**src/rtl/i2c_pkg.sv**
```systemverilog
// Shared types and constants for the I2C GPIO-expander target and its helpers.
package i2c_pkg;

  typedef enum logic [3:0] {
    StIdle,
    StAddr,
    StAddrAck,
    StCmd,
    StCmdAck,
    StWdata,
    StWdataAck,
    StRdata,
    StRdataAck,
    StIgnore
  } i2c_state_e;

  localparam logic [2:0] REG_IN0  = 3'd0;
  localparam logic [2:0] REG_IN1  = 3'd1;
  localparam logic [2:0] REG_OUT0 = 3'd2;
  localparam logic [2:0] REG_OUT1 = 3'd3;
  localparam logic [2:0] REG_POL0 = 3'd4;
  localparam logic [2:0] REG_POL1 = 3'd5;
  localparam logic [2:0] REG_CFG0 = 3'd6;
  localparam logic [2:0] REG_CFG1 = 3'd7;

  localparam logic [6:0] DEF_ADDR = 7'h74;

  localparam logic [7:0] RST_IN  = 8'h00;
  localparam logic [7:0] RST_OUT = 8'hFF;
  localparam logic [7:0] RST_POL = 8'h00;
  localparam logic [7:0] RST_CFG = 8'hFF;

  function automatic logic [7:0] reg_rst_val(input logic [2:0] idx);
    unique case (idx)
      REG_IN0, REG_IN1:   return RST_IN;
      REG_OUT0, REG_OUT1: return RST_OUT;
      REG_POL0, REG_POL1: return RST_POL;
      default:            return RST_CFG;
    endcase
  endfunction

endpackage

```
**src/rtl/i2c_bus_sync.sv**
```systemverilog
// SCL/SDA synchronizers with edge and START/STOP pulse generation.
module i2c_bus_sync #(
  parameter int unsigned SYNC_STAGES = 2
) (
  input  logic i_clk,
  input  logic i_rst,
  input  logic i_scl,
  input  logic i_sda,
  output logic o_sda,
  output logic o_scl_rise,
  output logic o_scl_fall,
  output logic o_start,
  output logic o_stop
);

  logic [SYNC_STAGES-1:0] r_scl_sync;
  logic [SYNC_STAGES-1:0] r_sda_sync;
  logic                   r_scl_hist;
  logic                   r_sda_hist;
  logic                   w_scl;
  logic                   w_scl_high;

  // Flops reset to 1 so an idle (pulled-up) bus produces no spurious edges.
  always_ff @(posedge i_clk) begin
    if (i_rst) begin
      r_scl_sync <= '1;
      r_sda_sync <= '1;
      r_scl_hist <= 1'b1;
      r_sda_hist <= 1'b1;
    end else begin
      r_scl_sync <= {r_scl_sync[SYNC_STAGES-2:0], i_scl};
      r_sda_sync <= {r_sda_sync[SYNC_STAGES-2:0], i_sda};
      r_scl_hist <= w_scl;
      r_sda_hist <= o_sda;
    end
  end

  assign w_scl      = r_scl_sync[SYNC_STAGES-1];
  assign o_sda      = r_sda_sync[SYNC_STAGES-1];
  assign w_scl_high = w_scl & r_scl_hist;
  assign o_scl_rise = w_scl & ~r_scl_hist;
  assign o_scl_fall = ~w_scl & r_scl_hist;
  assign o_start    = w_scl_high & r_sda_hist & ~o_sda;
  assign o_stop     = w_scl_high & ~r_sda_hist & o_sda;

endmodule

```
**src/rtl/i2c_gpio_target.sv**
```systemverilog
// I2C target emulating a 16-bit GPIO expander: 8 byte registers, pointer-based
// writes with pair alternation, and reads with input-polarity inversion.
module i2c_gpio_target
  import i2c_pkg::*;
#(
  parameter logic [6:0]  TARGET_ADDR  = DEF_ADDR,
  parameter int unsigned SDA_HOLD_CYC = 3,
  parameter int unsigned SYNC_STAGES  = 2
) (
  input  logic        s_clk_25mhz,
  input  logic        s_rst,
  input  logic        scl_in,
  input  logic        sda_in,
  output logic        sda_oe,
  input  logic [15:0] gpio_in,
  output logic [15:0] gpio_out,
  output logic [15:0] gpio_oe,
  output logic        busy,
  output logic        wr_strobe,
  output logic [2:0]  wr_addr,
  output logic [7:0]  wr_data
);

  localparam int unsigned HW = $clog2(SDA_HOLD_CYC + 1);
  localparam logic [HW-1:0] HOLD_INIT = HW'(SDA_HOLD_CYC);

  logic w_sda, w_scl_rise, w_scl_fall, w_start, w_stop;

  i2c_bus_sync #(
    .SYNC_STAGES(SYNC_STAGES)
  ) u_sync (
    .i_clk     (s_clk_25mhz),
    .i_rst     (s_rst),
    .i_scl     (scl_in),
    .i_sda     (sda_in),
    .o_sda     (w_sda),
    .o_scl_rise(w_scl_rise),
    .o_scl_fall(w_scl_fall),
    .o_start   (w_start),
    .o_stop    (w_stop)
  );

  i2c_state_e     r_state, w_state_nxt;
  logic [7:0]     r_shift, w_shift_nxt;
  logic [2:0]     r_bitcnt, w_bitcnt_nxt;
  logic [2:0]     r_ptr, w_ptr_nxt;
  logic           r_ack_hi, w_ack_hi_nxt;
  logic           r_busy, w_busy_nxt;
  logic           r_oe, w_oe_nxt;
  logic           r_oe_pend, w_oe_pend_nxt;
  logic [HW-1:0]  r_hold, w_hold_nxt;
  logic           w_we;
  logic [7:0]     r_regs [8];
  logic [15:0]    r_gpio_in;
  logic           r_strobe;
  logic [2:0]     r_waddr;
  logic [7:0]     r_wdata;
  logic [7:0]     w_byte;
  logic [7:0]     w_rd_byte;

  assign w_byte = {r_shift[6:0], w_sda};

  always_comb begin
    unique case (r_ptr)
      REG_IN0: w_rd_byte = r_gpio_in[7:0] ^ r_regs[REG_POL0];
      REG_IN1: w_rd_byte = r_gpio_in[15:8] ^ r_regs[REG_POL1];
      default: w_rd_byte = r_regs[r_ptr];
    endcase
  end

  always_comb begin
    w_state_nxt   = r_state;
    w_shift_nxt   = r_shift;
    w_bitcnt_nxt  = r_bitcnt;
    w_ptr_nxt     = r_ptr;
    w_ack_hi_nxt  = r_ack_hi;
    w_busy_nxt    = r_busy;
    w_oe_nxt      = r_oe;
    w_oe_pend_nxt = r_oe_pend;
    w_hold_nxt    = r_hold;
    w_we          = 1'b0;

    // SDA updates are deferred by the hold countdown armed on each SCL fall.
    if (r_hold != '0) begin
      w_hold_nxt = r_hold - HW'(1);
      if (r_hold == HW'(1)) w_oe_nxt = r_oe_pend;
    end

    unique case (r_state)
      StAddr, StCmd, StWdata: begin
        if (w_scl_rise) begin
          w_shift_nxt  = w_byte;
          w_bitcnt_nxt = r_bitcnt + 3'd1;
          if (r_bitcnt == 3'd7) begin
            w_ack_hi_nxt = 1'b0;
            if (r_state == StAddr) begin
              w_state_nxt = (w_byte[7:1] == TARGET_ADDR) ? StAddrAck : StIgnore;
            end else if (r_state == StCmd) begin
              if (w_byte[7:3] == 5'd0) begin
                w_ptr_nxt   = w_byte[2:0];
                w_state_nxt = StCmdAck;
              end else begin
                w_state_nxt = StIgnore;
              end
            end else begin
              w_state_nxt = StWdataAck;
            end
          end
        end
      end
      StAddrAck, StCmdAck, StWdataAck: begin
        if (w_scl_rise) w_ack_hi_nxt = 1'b1;
        if (w_scl_fall) begin
          w_hold_nxt = HOLD_INIT;
          if (!r_ack_hi) begin
            w_oe_pend_nxt = 1'b1;
          end else begin
            w_bitcnt_nxt  = 3'd0;
            w_oe_pend_nxt = 1'b0;
            if (r_state == StAddrAck && r_shift[0]) begin
              w_shift_nxt   = w_rd_byte;
              w_oe_pend_nxt = ~w_rd_byte[7];
              w_state_nxt   = StRdata;
            end else if (r_state == StAddrAck) begin
              w_state_nxt = StCmd;
            end else begin
              // Input registers are read-only: ACKed but never stored.
              w_we         = (r_state == StWdataAck) && (r_ptr[2:1] != 2'b00);
              w_ptr_nxt[0] = (r_state == StWdataAck) ? ~r_ptr[0] : r_ptr[0];
              w_state_nxt  = StWdata;
            end
          end
        end
      end
      StRdata: begin
        if (w_scl_rise) begin
          w_bitcnt_nxt = r_bitcnt + 3'd1;
          if (r_bitcnt == 3'd7) begin
            w_ack_hi_nxt = 1'b0;
            w_state_nxt  = StRdataAck;
          end
        end
        if (w_scl_fall) begin
          w_shift_nxt   = {r_shift[6:0], 1'b0};
          w_oe_pend_nxt = ~r_shift[6];
          w_hold_nxt    = HOLD_INIT;
        end
      end
      StRdataAck: begin
        if (w_scl_rise) begin
          if (w_sda) begin
            w_state_nxt = StIgnore;
          end else begin
            w_ptr_nxt[0] = ~r_ptr[0];
            w_ack_hi_nxt = 1'b1;
          end
        end
        if (w_scl_fall) begin
          w_hold_nxt = HOLD_INIT;
          if (!r_ack_hi) begin
            w_oe_pend_nxt = 1'b0;
          end else begin
            w_shift_nxt   = w_rd_byte;
            w_oe_pend_nxt = ~w_rd_byte[7];
            w_bitcnt_nxt  = 3'd0;
            w_state_nxt   = StRdata;
          end
        end
      end
      default: ;
    endcase

    if (w_start || w_stop) begin
      w_state_nxt  = w_start ? StAddr : StIdle;
      w_busy_nxt   = w_start;
      w_bitcnt_nxt = 3'd0;
      w_ack_hi_nxt = 1'b0;
      w_oe_nxt     = 1'b0;
      w_hold_nxt   = '0;
      w_we         = 1'b0;
    end
  end

  always_ff @(posedge s_clk_25mhz) begin
    if (s_rst) begin
      r_state   <= StIdle;
      r_shift   <= 8'h00;
      r_bitcnt  <= 3'd0;
      r_ptr     <= 3'd0;
      r_ack_hi  <= 1'b0;
      r_busy    <= 1'b0;
      r_oe      <= 1'b0;
      r_oe_pend <= 1'b0;
      r_hold    <= '0;
      r_gpio_in <= 16'h0000;
      r_strobe  <= 1'b0;
      r_waddr   <= 3'd0;
      r_wdata   <= 8'h00;
      for (int i = 0; i < 8; i++) r_regs[i] <= reg_rst_val(3'(i));
    end else begin
      r_state   <= w_state_nxt;
      r_shift   <= w_shift_nxt;
      r_bitcnt  <= w_bitcnt_nxt;
      r_ptr     <= w_ptr_nxt;
      r_ack_hi  <= w_ack_hi_nxt;
      r_busy    <= w_busy_nxt;
      r_oe      <= w_oe_nxt;
      r_oe_pend <= w_oe_pend_nxt;
      r_hold    <= w_hold_nxt;
      r_gpio_in <= gpio_in;
      r_strobe  <= w_we;
      if (w_we) begin
        r_regs[r_ptr] <= r_shift;
        r_waddr       <= r_ptr;
        r_wdata       <= r_shift;
      end
    end
  end

  assign sda_oe    = r_oe;
  assign busy      = r_busy;
  assign wr_strobe = r_strobe;
  assign wr_addr   = r_waddr;
  assign wr_data   = r_wdata;
  assign gpio_out  = {r_regs[REG_OUT1], r_regs[REG_OUT0]};
  assign gpio_oe   = ~{r_regs[REG_CFG1], r_regs[REG_CFG0]};

endmodule

```
**config.mk**
```make
export PLATFORM = sky130hd
export DESIGN_NAME = i2c_gpio_target
export DESIGN_NICKNAME = d
export VERILOG_FILES = /design/src/rtl/i2c_pkg.sv /design/src/rtl/i2c_bus_sync.sv /design/src/rtl/i2c_gpio_target.sv
export SDC_FILE = /design/constraint.sdc
export NUM_CORES = 1
export LEC_CHECK = 0
export BUFFER_PORTS_ARGS = -buffer_cell sky130_fd_sc_hd__buf_4
export CAP_MARGIN = 20
export CORE_MARGIN = 2
export CORE_UTILIZATION = 52
export DETAILED_ROUTE_END_ITERATION = 8
export GPL_TIMING_DRIVEN = 0
export PLACE_DENSITY = 0.84
export SKIP_LAST_GASP = 1
export SYNTH_ARGS = -nofsm -noshare
export SYNTH_HDL_FRONTEND = slang
export SYNTH_SLANG_ARGS = --single-unit
```
**constraint.sdc**
```tcl
create_clock -name s_clk_25mhz -period 2.7 [get_ports s_clk_25mhz]
set_clock_uncertainty 0.2 [all_clocks]
set_input_delay 0.54 -clock s_clk_25mhz [delete_from_list [all_inputs] [get_ports s_clk_25mhz]]
set_output_delay 0.54 -clock s_clk_25mhz [all_outputs]
set_load 0.01 [all_outputs]
```
# [Yosys cells after proc, flatten, opt, wreduce, memory -nomap -nowiden]
# Memory sizes are Yosys's and may differ from the RTL's.
# Index checks and enable logic that the tools add are counted.
# Widths: inputs -> output; s select.
[word_totals] n_memories=1 in_bits=20 wordCells=183 output_inout_bits=46 register_bits=58 ram_bits=64
[memory_table] memory="r_regs" words=8 word_bits=8 read_ports=7 rd_ports_with_merged_regs=0 write_ports=8 line="i2c_gpio_target.sv:53" source="logic [7:0] r_regs [8];"
[classes] eq_ne=39 bitwise_logic=18 n_reduce_logical=28 add_sub_neg=2 muxes=77
[ops] cell="$mux 8" n=10
[ops] cell="$mux 4" n=16
[ops] cell="$mux 1" n=36
[ops] cell="$pmux 8 s4" n=1
[ops] cell="$ne 2x2->1 const B" n=11
[ops] cell="$ne 2x1->1 const B" n=10
[ops] cell="$eq 4x3->1 const B" n=4
[ops] cell="$not 16->16" n=1
[ops] cell="$pmux 4 s4" n=1
[ops] cell="$pmux 8 s2" n=1
[ops] cell="$xor 8x8->8" n=2
[ops] cell="$mux 3" n=5
[ops] cell="$reduce_and 13->1" n=1
[ops] cell="$reduce_and 6->1" n=2
[ops] cell="$ne 3x2->1 const B" n=3
[ops] cell="$ne 3x3->1 const B" n=3
[ops] cell="$pmux 1 s3" n=3
[ops] cell="$reduce_bool 3->1" n=3
[ops] cell="$eq 4x2->1 const B" n=2
[ops] cell="$not 1->1" n=8
[ops] cell="$reduce_and 4->1" n=2
[ops] cell="$reduce_and 8->1" n=1
[ops] cell="$reduce_or 4->1" n=2
[ops] cell="$reduce_or 8->1" n=1
[ops] cell="23 further kinds" n=35

# [Depth between registers and ports, before layout]
[depth] word_depth=13 depth_mapped=8 depth_no_buf=7

# [Cells and area by module]
# Synthesis repeated with hierarchy kept, for this count alone.
[hier_totals] cells_unflattened=545 hier_area_um2=5211.2
[by_module_without_submodules] mod="i2c_gpio_target" instances=1 cells_per_inst=529 area_per_inst_um2=5021.1 seq_area_each_um2=2482.4
[by_module_without_submodules] mod="i2c_bus_sync" instances=1 cells_per_inst=16 area_per_inst_um2=190.2 seq_area_each_um2=120.1

# [Worst setup path after synthesis]
# Ideal clock, no wire load.
[synth_path] kind="flip-flop to flip-flop" startpoint="reg r_ack_hi" endpoint="mem r_regs[3][0] (enable)" slack_ps=105 stages_incl_launch_ff=8 t_required_ps=2166 period_less_slack_ps=2595 t_arrival_ps=2061 setup_ps=334 path_buffers=3 path_cell_list="dfxtp_1 > buf_2 > nand3b_4 > or4_1 > buf_2 > or4b_1 > buf_2 > nand2b_1"
[synth_rtl] item="start, declared" line="i2c_gpio_target.sv:47" source="logic r_ack_hi, w_ack_hi_nxt;"
[synth_rtl] item="start signal, assigned" line="i2c_gpio_target.sv:205" source="r_ack_hi <= w_ack_hi_nxt;"
[synth_rtl] item="end, declared" line="i2c_gpio_target.sv:53"

==> results.yml <==
yosys:
  synth_edf_count: 48
  async_flop_share_pct: 0
  syn_inst: 506
  ys_ff_latch: 106
  synth_fp_nets: 528
  syn_area_um2: 5150
  synth_ff_type: "dfxtp_1"
  avgSynthCellArea_um2: 10.2
  synthDistinctLibCells: 63
  yosysSeqAreaShare_pct: 50.5
  ys_warn_count: 0
setup_path:
  crit_chain: "buf_6 -> and2_4 -> nand2_1 -> or4_4 -> buf_12 -> or4b_4 -> buf_6 -> or2_1"
  crit_fanout: 10
  critPathMaxStageDelay_ps: 540
  endpoint_kind: "register"
  worstPathArrival_ps: 2590
  cp_slowest_cell: "or4b_4"
  worstSetupPathType: "reg2reg"
  required_ps: 2630
  critical_path_buf_inv_count: 3
  rrSetupSlack_ps: 40
  crit_top_cell: "buf_6"
  critPathLaunchType: "register"
  path_delay_family: "simple AND/OR/NAND/NOR gates"
placed_design:
  dp_cells: 703
  gp_congestion: 0.883
  dp_hpwl_um: 9530
  port_buffers: 64
floorplanning:
  rows: 36
  die_height_um: 104
  coreArea_um2: 9680
  die_x_um: 104
  start_util_pct: 53.2
  die_area_um2: 10700
  ios: 66
status:
  status: "finished clean"
pwr:
  clock_power_share_pct: 25.4
  p_per_area_nw_per_um2: 578
  leakage_nw: 2.24
  p_int_mw: 2.41
  seqPwrFrac_pct: 50.5
  p_sw_mw: 1.14
  swShare_pct: 32.2
  comb_power_share_pct: 24.1
  ir_drop_v: 0.000311
global_route:
  grt_usage_pct: 25.3
  antenna_found_initial: 0
  grt_max_degree: 19
  grt_pass1_wl_um: 21100
  grt-ovfl-total: 0
  first_global_vias: 4001
clock_network:
  postCtsHoldBufs: 0
  cts_made_buffers: 9
  cts.sinks: 106
  clock_path_buffers: 2
  h-tree-depth: 3
  cts_tree: "built"
  root_buffer: "clkbuf_8"
  clk_latency_ps: 380
  clk_pin_slew_worst_paths_ps: 100
timing:
  drv_slew: 0
  fin_crit_ps: 2660
  hold_viol_final: 0
  period_share_pct: 98.4
  maxSlewHeadroom_pct: 53.1
  hold_ws_ps: 147
  rsz0062_at_grt: "yes"
  timing.fmax_ghz: 0.376
  setup_viol: 0
  tightest_slew_ps: 704
detailed_routing:
  vias: 4194
  routed_wl_um: 13500
  drtPass1Iterations: 5
  detail-route-antenna-nets: 0
  wire_per_inst_um: 18.7
  drt_iter0_drc: 490
  routed_via_density: 5.80
  remaining_drc_errors: 0
run:
  maxCapViolCount: 0
hold_path:
  hold_class: "in2reg"
finish:
  drive_gt1_share_pct: 25.1
  fin_nets: 607
  utilization_pct: 63.4
  layout.cells.non_filler: 723
  antennaDiodeCount: 0
  area_growth_pct: 19.3
==> worst paths after layout <==
path,end,cells after the start,startpoint
setup / recovery,r_regs[3][0]$_SDFFCE_PN1P_,8,r_state[1]$_SDFFE_PP0P_
hold / removal,u_sync.r_sda_sync[0]$_SDFF_PP1_,2,sda_in
setup reg to reg,r_regs[3][0]$_SDFFCE_PN1P_,8,r_state[1]$_SDFFE_PP0P_
hold reg to reg,u_sync.r_sda_sync[1]$_SDFF_PP1_,1,u_sync.r_sda_sync[0]$_SDFF_PP1_
==> synthesized netlist by cell type (3+ instances only) <==
cell type	instances	share of area (%)
a211oi_1	15	2.2
inv_1	19	1.4
and3_1	3	0.36
nor2_1	32	2.3
clkbuf_1	25	1.8
a21oi_1	31	3.0
nand3b_1	5	0.73
mux2i_1	10	1.9
a31oi_1	3	0.36
nor4_2	3	0.73
nor2b_1	24	2.9
xor2_1	14	2.4
edfxtp_1	48	28
nand2b_1	36	4.4
buf_1	3	0.22
nand2_1	36	2.6
o21ai_0	7	0.68
buf_2	8	0.78
o22ai_1	7	0.85
a2bb2oi_1	4	0.68
or2_1	13	1.6
nor3_1	5	0.49
nand3_1	5	0.49
or2_2	7	0.85
a2111oi_0	6	1.0
and2_1	16	1.9
mux2_2	15	3.3
dfxtp_1	58	23
==> registers in the layout (all words and copies together) (netlist names), 3 cells and up <==
register   flops
wr_data        8
wr_addr        3
r_state        4
r_bitcnt       3
r_shift        8
r_ptr          3
r_regs        48
r_gpio_in     16
==> power by group through the flow <==
| stage | registers [mW] | clock network, mW | logic (mW) |
|---|---|---|---|
| final | 1.79 | 0.904 | 0.856 |
| after floorplan | 1.79 | 0 | 0.599 |
| after global routing | 1.80 | 0.968 | 0.920 |
| after detailed placement | 1.80 | 0 | 0.817 |
| after global placement | 1.80 | 0 | 0.803 |
| after CTS | 1.79 | 0.904 | 0.815 |
==> cells in the final DEF, fill, tap and decap left out, types with 3 or more instances in the layout <==
| cell | count |
|---|---|
| buf_4 | 69 |
| dfxtp_1 | 54 |
| edfxtp_1 | 48 |
| nand2_1 | 36 |
| nand2b_1 | 35 |
| nor2_1 | 32 |
| a21oi_1 | 31 |
| nor2b_1 | 24 |
| clkbuf_1 | 21 |
| inv_1 | 19 |
| and2_1 | 16 |
| a211oi_1 | 15 |
| mux2_2 | 15 |
| xor2_1 | 14 |
| mux2i_1 | 10 |
| or2_1 | 9 |
| clkbuf_8 | 9 |
| or2_2 | 7 |
| o21ai_0 | 7 |
| o22ai_1 | 7 |
| buf_6 | 5 |
| buf_2 | 5 |
| nand3_1 | 5 |
| nor3_1 | 5 |
| nand3b_1 | 5 |
| a2111oi_0 | 5 |
| or2_4 | 4 |
| a2bb2oi_1 | 4 |
| dfxtp_2 | 4 |
| clkbuf_2 | 3 |
| buf_1 | 3 |
| nor4_4 | 3 |
| and3_1 | 3 |
| a31oi_1 | 3 |
| clkinv_4 | 3 |
==> kinds of logic after synthesis <==
family | synth area share (%)
buf+inv | 4.71
fa+ha+maj | 0.486
mux | 6.10
simple gates | 22.6
xor+xnor | 2.55
flops | 50.5
compound gates | 13.0
==> metrics by stage <==
step                      cell area [um^2]  setup slack, ps  setup TNS (ps)  power [mW]
after detailed placement              5800             -427          -14710        2.62
final                                 6140             42.2               0        3.55
after floorplan                       5150              105               0        2.39
after global placement                5800             -414          -14310        2.61
after global routing                  6140            -10.3           -12.3        3.69
after CTS                             6050             1.67               0        3.51
==> metal layers <==
metal	part of all wire (%)	up-vias	track usage (%)
met5	0	-	0
met3	8.3	37	6.04
met1	43	2014	34.8
li1	-	1940	-
met4	2.8	0	8.11
met2	46	203	39.8
==> layout make-up <==
type / instances / area [um^2]
Clock inverter: 7 / 51.3
Tap cell: 133 / 166
Multi-Input combinational cell: 342 / 2400
Fill cell: 767 / 3540
Timing Repair Buffer: 69 / 522
Inverter: 19 / 71.3
Sequential cell: 106 / 2610
Clock buffer: 9 / 124
Buffer: 38 / 203
==> repair_timing <==
action | CTS | global route
gates resized for setup | 15 | 26
buffers inserted | 2 | 2
setup endpoints to repair | 70 | 55
cloned | 0 | 1
pin swaps | 3 | 0
No activity file was read; power rests on OpenSTA's default activity.
